**config.mk**
```make
export PLATFORM = sky130hd
export DESIGN_NAME = laser_point_loader
export DESIGN_NICKNAME = d
export VERILOG_FILES = /design/src/rtl/laser_point_loader.sv
export SDC_FILE = /design/constraint.sdc
export NUM_CORES = 1
export LEC_CHECK = 0
export BUFFER_PORTS_ARGS = -buffer_cell sky130_fd_sc_hd__buf_2
export CAP_MARGIN = 20
export CORE_MARGIN = 2
export CORE_UTILIZATION = 68
export CTS_BUF_LIST = sky130_fd_sc_hd__clkbuf_4
export CTS_CLUSTER_SIZE = 16
export DETAILED_ROUTE_END_ITERATION = 8
export PLACE_DENSITY = 0.88
export SLEW_MARGIN = 20
export SYNTH_ARGS = -nofsm -noshare
export SYNTH_HDL_FRONTEND = slang
export SYNTH_SLANG_ARGS = --single-unit
```
**constraint.sdc**
```tcl
create_clock -name CLK -period 23.2 [get_ports CLK]
set_clock_uncertainty 0.05 [all_clocks]
set_input_delay 2.32 -clock CLK [delete_from_list [all_inputs] [get_ports CLK]]
set_output_delay 2.32 -clock CLK [all_outputs]
set_load 0.01 [all_outputs]
```
**src/rtl/laser_point_loader.sv**
```systemverilog
// laser_point_loader
// Front stage of the LASER two-circle coverage engine. After reset the block
// captures NUM_PTS streamed (X,Y) points, one per clock. It then answers
// coverage queries: for each stored point it tests membership in the
// candidate circle and, if enabled, in the exclusion circle. It returns how
// many points are covered by the candidate circle and not by the exclusion
// circle. One point is evaluated per cycle.
module laser_point_loader #(
  parameter int NUM_PTS   = 40,
  parameter int RADIUS_SQ = 16,
  parameter int CW        = 4
) (
  input  logic          CLK,
  input  logic          RST,
  input  logic [CW-1:0] X,
  input  logic [CW-1:0] Y,
  output logic          load_done,
  input  logic          q_valid,
  output logic          q_ready,
  input  logic [CW-1:0] q_cx,
  input  logic [CW-1:0] q_cy,
  input  logic          q_excl_en,
  input  logic [CW-1:0] q_ex,
  input  logic [CW-1:0] q_ey,
  output logic          r_valid,
  output logic [5:0]    r_count
);

  localparam int IW = (NUM_PTS > 1) ? $clog2(NUM_PTS) : 1;
  // The sum of two squares needs one bit more than a single square.
  localparam int SW = 2 * CW + 1;

  typedef enum logic [1:0] {
    ST_LOAD   = 2'd0,
    ST_IDLE   = 2'd1,
    ST_SCAN   = 2'd2,
    ST_RESULT = 2'd3
  } state_t;

  state_t        state_r;
  state_t        state_s;

  logic [IW-1:0] idx_r;
  logic          idx_last_s;
  logic [5:0]    acc_r;

  logic [CW-1:0] cx_r;
  logic [CW-1:0] cy_r;
  logic          excl_r;
  logic [CW-1:0] ex_r;
  logic [CW-1:0] ey_r;

  logic [CW-1:0] px_r [NUM_PTS];
  logic [CW-1:0] py_r [NUM_PTS];

  logic          pt_in_s;
  logic          ex_in_s;
  logic          hit_s;

  logic          load_done_r;
  logic          q_ready_r;
  logic          r_valid_r;
  logic [5:0]    r_count_r;
  logic          load_done_s;
  logic          q_ready_s;
  logic          r_valid_s;
  logic [5:0]    r_count_s;

  // Squared-distance test. The result is full width, so the distance 450
  // (15^2 + 15^2) cannot wrap. A point on the boundary counts as inside.
  function automatic logic in_circle(
    input logic [CW-1:0] px,
    input logic [CW-1:0] py,
    input logic [CW-1:0] cx,
    input logic [CW-1:0] cy
  );
    logic [CW-1:0]   dx;
    logic [CW-1:0]   dy;
    logic [2*CW-1:0] dx2;
    logic [2*CW-1:0] dy2;
    logic [SW-1:0]   sum;
    dx  = (px >= cx) ? (px - cx) : (cx - px);
    dy  = (py >= cy) ? (py - cy) : (cy - py);
    dx2 = {{CW{1'b0}}, dx} * {{CW{1'b0}}, dx};
    dy2 = {{CW{1'b0}}, dy} * {{CW{1'b0}}, dy};
    sum = {1'b0, dx2} + {1'b0, dy2};
    return (sum <= SW'(RADIUS_SQ));
  endfunction

  assign idx_last_s = (idx_r == IW'(NUM_PTS - 1));

  // State register.
  always_ff @(posedge CLK) begin
    if (RST) begin
      state_r <= ST_LOAD;
    end else begin
      state_r <= state_s;
    end
  end

  // Next-state logic: load once, then loop IDLE -> SCAN -> RESULT -> IDLE.
  always_comb begin
    state_s = state_r;
    case (state_r)
      ST_LOAD: begin
        if (idx_last_s) state_s = ST_IDLE;
        else            state_s = ST_LOAD;
      end
      ST_IDLE: begin
        if (q_valid) state_s = ST_SCAN;
        else         state_s = ST_IDLE;
      end
      ST_SCAN: begin
        if (idx_last_s) state_s = ST_SCAN == ST_SCAN ? ST_RESULT : ST_SCAN;
        else            state_s = ST_SCAN;
      end
      ST_RESULT: state_s = ST_IDLE;
      default:   state_s = ST_LOAD;
    endcase
  end

  // Output decode. The outputs are registered, so q_ready and load_done are
  // derived from the next state. r_valid and r_count are taken from the
  // RESULT cycle and appear one edge later.
  always_comb begin
    load_done_s = (state_s != ST_LOAD);
    q_ready_s   = (state_s == ST_IDLE);
    r_valid_s   = (state_r == ST_RESULT);
    if (state_r == ST_RESULT) begin
      r_count_s = acc_r;
    end else begin
      r_count_s = r_count_r;
    end
  end

  // Output registers.
  always_ff @(posedge CLK) begin
    if (RST) begin
      load_done_r <= 1'b0;
      q_ready_r   <= 1'b0;
      r_valid_r   <= 1'b0;
      r_count_r   <= 6'd0;
    end else begin
      load_done_r <= load_done_s;
      q_ready_r   <= q_ready_s;
      r_valid_r   <= r_valid_s;
      r_count_r   <= r_count_s;
    end
  end

  // Index, accumulator and the query latch. Query fields are captured only
  // on the accepting edge, so later changes on the query inputs are ignored.
  always_ff @(posedge CLK) begin
    if (RST) begin
      idx_r  <= IW'(0);
      acc_r  <= 6'd0;
      cx_r   <= {CW{1'b0}};
      cy_r   <= {CW{1'b0}};
      excl_r <= 1'b0;
      ex_r   <= {CW{1'b0}};
      ey_r   <= {CW{1'b0}};
    end else begin
      case (state_r)
        ST_LOAD: begin
          idx_r <= idx_last_s ? IW'(0) : idx_r + IW'(1);
        end
        ST_IDLE: begin
          if (q_valid) begin
            cx_r   <= q_cx;
            cy_r   <= q_cy;
            excl_r <= q_excl_en;
            ex_r   <= q_ex;
            ey_r   <= q_ey;
            acc_r  <= 6'd0;
            idx_r  <= IW'(0);
          end
        end
        ST_SCAN: begin
          acc_r <= acc_r + {5'd0, hit_s};
          idx_r <= idx_last_s ? IW'(0) : idx_r + IW'(1);
        end
        default: begin
          idx_r <= idx_r;
        end
      endcase
    end
  end

  // Point store. The contents are undefined after reset and need no reset.
  always_ff @(posedge CLK) begin
    if (!RST && (state_r == ST_LOAD)) begin
      px_r[idx_r] <= X;
      py_r[idx_r] <= Y;
    end
  end

  // Coverage decision for the point at the current scan index.
  always_comb begin
    pt_in_s = in_circle(px_r[idx_r], py_r[idx_r], cx_r, cy_r);
    ex_in_s = in_circle(px_r[idx_r], py_r[idx_r], ex_r, ey_r);
    hit_s   = pt_in_s & ~(excl_r & ex_in_s);
  end

  assign load_done = load_done_r;
  assign q_ready   = q_ready_r;
  assign r_valid   = r_valid_r;
  assign r_count   = r_count_r;

endmodule
```
After elaboration in Yosys (flattened, before gate mapping). Memory sizes are Yosys's and may differ from the RTL's. A register that Yosys moved wholly into a read port is not among the register bits. Cells that the tools add are included.

Register bits after elaboration: 40. Bits in writable memories: 320. Output and inout port bits: 9. Logic and storage cells: 73. Memories kept: 2.

Add/sub/neg operators: 12. $mul: 4. Order comparisons: 6. Equality and inequality tests: 6. Mux-type cells: 18. Bitwise logic cells: 3. Reduce and logical (&&, ||, !) cells: 10.

Memories: px_r (depth 40, bits a word 4, read ports 1, clocked after Yosys merged registers in 1, wr ports 1, line 53) `logic [CW-1:0] px_r [NUM_PTS];`; py_r (depth 40, bits a word 4, read ports 1, clocked after Yosys merged registers in 1, wr ports 1, line 54) `logic [CW-1:0] py_r [NUM_PTS];`.

Operators with widths (count): 2-to-1 mux 6 bit (6); multiplier 4 x 4 -> 8 bit (4); subtractor 4 bit (8); one-hot mux 6 bit (2 select lines) (2); adder 8 x 8 -> 9 bit (2); less-or-equal comparator 9 x 5 -> 1 bit (second input constant) (2); greater-or-equal comparator 4 bit (4); 2-to-1 mux 4 bit (4); one-hot mux 2 bit (4 select lines) (1); adder 6 x 1 -> 6 bit (1); adder 6 x 1 -> 6 bit (second input constant) (1); == test 6 bit (second input constant) (1); AND reduction 2 bit (3); nonzero test 2 bit (3); == test 2 x 1 -> 1 bit (second input constant) (2); == test 2 bit (second input constant) (2); 2-to-1 mux 1 bit (4); AND 1 bit (2); zero test 2 bit (1); 2-to-1 mux 2 bit (1); != test 2 bit (second input constant) (1); OR reduction 2 bit (1); logical AND 1 bit (1); zero test 1 bit (1); inverter 1 bit (1).

Longest topological paths before layout.
Depth in word-level cells: 10. Mapped depth: 37. Gate-level depth less buffers: 34.

Worst setup path before layout. No wires, ideal clock.

Kind: reg2reg. Start point: register (tool-made name). End point: register acc_r[2]. Library setup time: 0.132 ns. Arrival time: 7.518 ns. Path slack: 15.501 ns. Stages on the path, launching flop included: 31. Clock period less this slack: 7.699 ns. Path through: dfxtp_1 buf_6 buf_6 mux4_2 mux2_2 mux2i_1 inv_1 fa_1 a21oi_1 nor2_1 or4b_1 a21oi_1 a21o_1 nand2b_1 fa_1 fa_1 fa_1 inv_1 fa_1 ha_1 inv_1 fa_1 nor2_1 or3_1 nor3_1 nor4_1 ha_1 ha_1 nor2b_1 mux2i_1 nor3_1.

RTL lines: end signal, assigned (line 179) `acc_r <= acc_r + {5'd0, hit_s};`; end, declared (line 45) `logic [5:0] acc_r;`.

==> flow_metrics.tcl <==
set metrics [dict create \
    tightest_slew_ns 1.06 \
    finalCriticalPeriod_ns 9.83 \
    gp_congestion 0.878 \
    r2r_cells 31 \
    ctsHtreeMaxLevel 3 \
    max_freq_mhz 102 \
    cpMaxStageDelayCell "buf_4" \
    power_leakage_nw 6.56 \
    synth_edf_count 320 \
    cp-end-kind "register" \
    top_layer_used "met4" \
    die_area_mm2 0.0261 \
    antenna_found_initial 2 \
    rows 57 \
    setup_violations 0 \
    p_clk_frac 0.298 \
    synth_ff_type "edfxtp_1" \
    cts_max_path_buffers 3 \
    place_ws_ns 13.62 \
    criticalPathCategory "reg -> reg" \
    synth_area_mm2 0.0169 \
    fillers 1351 \
    layout_commonest_cell "edfxtp_1" \
    setup_tns_ns 0 \
    syn2layout_area_growth_pct 8.58 \
    drc 0 \
    fin_crit_sh 0.424 \
    synthCells 1191 \
    grt_pass1_wl_um 55000 \
    yosysTopAreaCell "edfxtp_1" \
    grt_max_degree 65 \
    routed_via_density 6.24 \
    slew_headroom 0.293 \
    outcome "complete, no violations" \
    cts_setup_buffers 0 \
    avgSynthCellArea_um2 14.2 \
    nNetsFinal 1383 \
    postRouteAntennaNets 0 \
    vdd_ir_drop_max_mv 0.120 \
    wirelength_um 35800 \
    switchingPower_mw 0.542 \
    clk_latency_ns 0.72 \
    hold_class "reg -> reg" \
    finalNonFillerCells 1652 \
    route.met2.wl_um 17800 \
    die_w_um 161 \
    cts_tree "done" \
    via_count 10309 \
    cts_resized 0 \
    hold_viol_final 0 \
    core_mm2 0.0243 \
    initial_core_util 0.693 \
    ys_async_sr_fraction 0 \
    hp-start "r_count[3]$_SDFFE_PP0P_" \
    ys_seq_area_frac 0.625 \
    ys_ff_latch 366 \
    ys_top_cells_by_area "edfxtp_1 (57%), mux2i_1 (8.6%), dfxtp_1 (5.5%)" \
    drt-met1-wl_um 14000 \
    hpwl_um 22400 \
    synth_top_area_frac 0.570 \
    critPathLaunchType "register" \
    clkSinkCount 366 \
    cp.required_ns 23.76 \
    p_int_mw 1.23 \
    grt_use_total 0.277 \
    mostFrequentLayoutCells "edfxtp_1 (320), mux2i_1 (145), clkbuf_4 (128)" \
    holdPathStages 2 \
    yosysWarnings 0 \
    wl_met3_um 2980 \
    seqPwrFrac 0.410 \
    slew_violations 0 \
    comb_power_share 0.292 \
    die_h_um 161 \
    clkTransAtPathRegs_ns 0.06 \
    numPlacedInstances 1499 \
    syn-num-nets 1314 \
    crit_arrival_ns 10.39 \
    powerDensity_mw_per_mm2 96.7 \
    crit_fanout 55 \
    worst_slack_ns 13.37 \
    pin_count 37 \
    overflow 0 \
    io_buffer_count 36 \
    synth.distinct_cells 52 \
    wl_per_cell_um 21.6 \
    cts_made_buffers 83 \
    switching_share 0.307 \
    grt_setup_unrepaired "no" \
    drive_gt1_frac 0.162 \
    cts_hold_buffers 0 \
    first_iter_violations 1197 \
    drv_cap 0 \
    grt_pass1_vias 10107 \
    drtPass1Iterations 6 \
    root_buffer "clkbuf_4" \
    max_stage_delay_ns 0.84 \
]
## final cells by class
| class | instances | area (um2) | share of cell area |
|---|---|---|---|
| sequential | 366 | 10500 | 0.576 |
| multi-input combinational | 689 | 5710 | 0.312 |
| clock buffer | 128 | 961 | 0.0525 |
| tap | 324 | 405 | 0.0222 |
| inverter | 78 | 293 | 0.0160 |
| timing repair buffer | 42 | 225 | 0.0123 |
| clock inverter | 23 | 166 | 0.00909 |
| antenna | 2 | 5.00 | 0.000273 |
## through the flow
step	utilization	total power [mW]	instance area [um2]	hold WS [ns]
after floorplan	-	1.13	16900	0.383
after global placement	0.706	1.23	17200	0.394
after detailed placement	0.706	1.26	17200	0.399
after CTS	0.752	1.79	18300	0.408
after global routing	0.752	1.89	18300	0.428
final	0.752	1.77	18300	0.404
## power by group through the flow
| stage | sequential [mW] | clock, mW | combinational [mW] |
|---|---|---|---|
| CTS | 0.725 | 0.533 | 0.528 |
| floorplan | 0.735 | 0 | 0.397 |
| global placement | 0.739 | 0 | 0.487 |
| finish | 0.725 | 0.528 | 0.517 |
| global route | 0.725 | 0.566 | 0.600 |
| detailed placement | 0.739 | 0 | 0.522 |
## Yosys cell counts (all sizes together), types with 8 or more instances
cell    count
a21oi      78
a22oi      56
buf        30
clkbuf     28
dfxtp      46
edfxtp    320
fa         30
ha         65
inv        78
mux2        8
mux2i     145
mux4       16
nand2      60
nand2b      9
nand3      16
nor2       71
nor2b      19
nor4        9
o21ai      18
or2         9
## worst max-delay path, delay by kind of cell, from the launching register on
kind | cells | cell delay [ns]
and+or+nand+nor | 8 | 1.74
adders and majority gates | 9 | 3.54
muxes | 2 | 0.85
AOI/OAI and AO/OA | 8 | 1.67
buffers and inverters | 4 | 1.19
DFF | 1 | 0.64
## registers in the layout (all words and copies together) (netlist names), 2 cells and up, named ones only
name,cells
acc_r,6
cx_r,4
cy_r,4
ex_r,4
ey_r,4
idx_r,6
px_r,160
py_r,160
r_count,6
state_r,2
## kinds of logic after synthesis
logic type	after synthesis	share of synthesized area
adders and majority gates	95	0.0839
muxes	169	0.113
and+or+nand+nor	225	0.0639
xor gates and xnor gates	11	0.00572
DFF	366	0.625
buffers and inverters	136	0.0371
AOI/OAI and AO/OA	189	0.0717
## worst paths after layout
path / slack [ns] / end
worst max-delay path: 13.37 / acc_r[4]$_SDFFE_PP0P_
worst max register to register: 13.37 / acc_r[4]$_SDFFE_PP0P_
worst min register to register: 0.40 / r_count[3]$_SDFFE_PP0P_
worst min-delay path: 0.40 / r_count[3]$_SDFFE_PP0P_
## layer usage
layer / global-route usage / vias up
li1: - / 4634
met3: 0.0473 / 82
met5: 0 / -
met4: 0.106 / 0
met2: 0.456 / 579
met1: 0.377 / 5014
No activity file was read; power rests on OpenSTA's default activity.
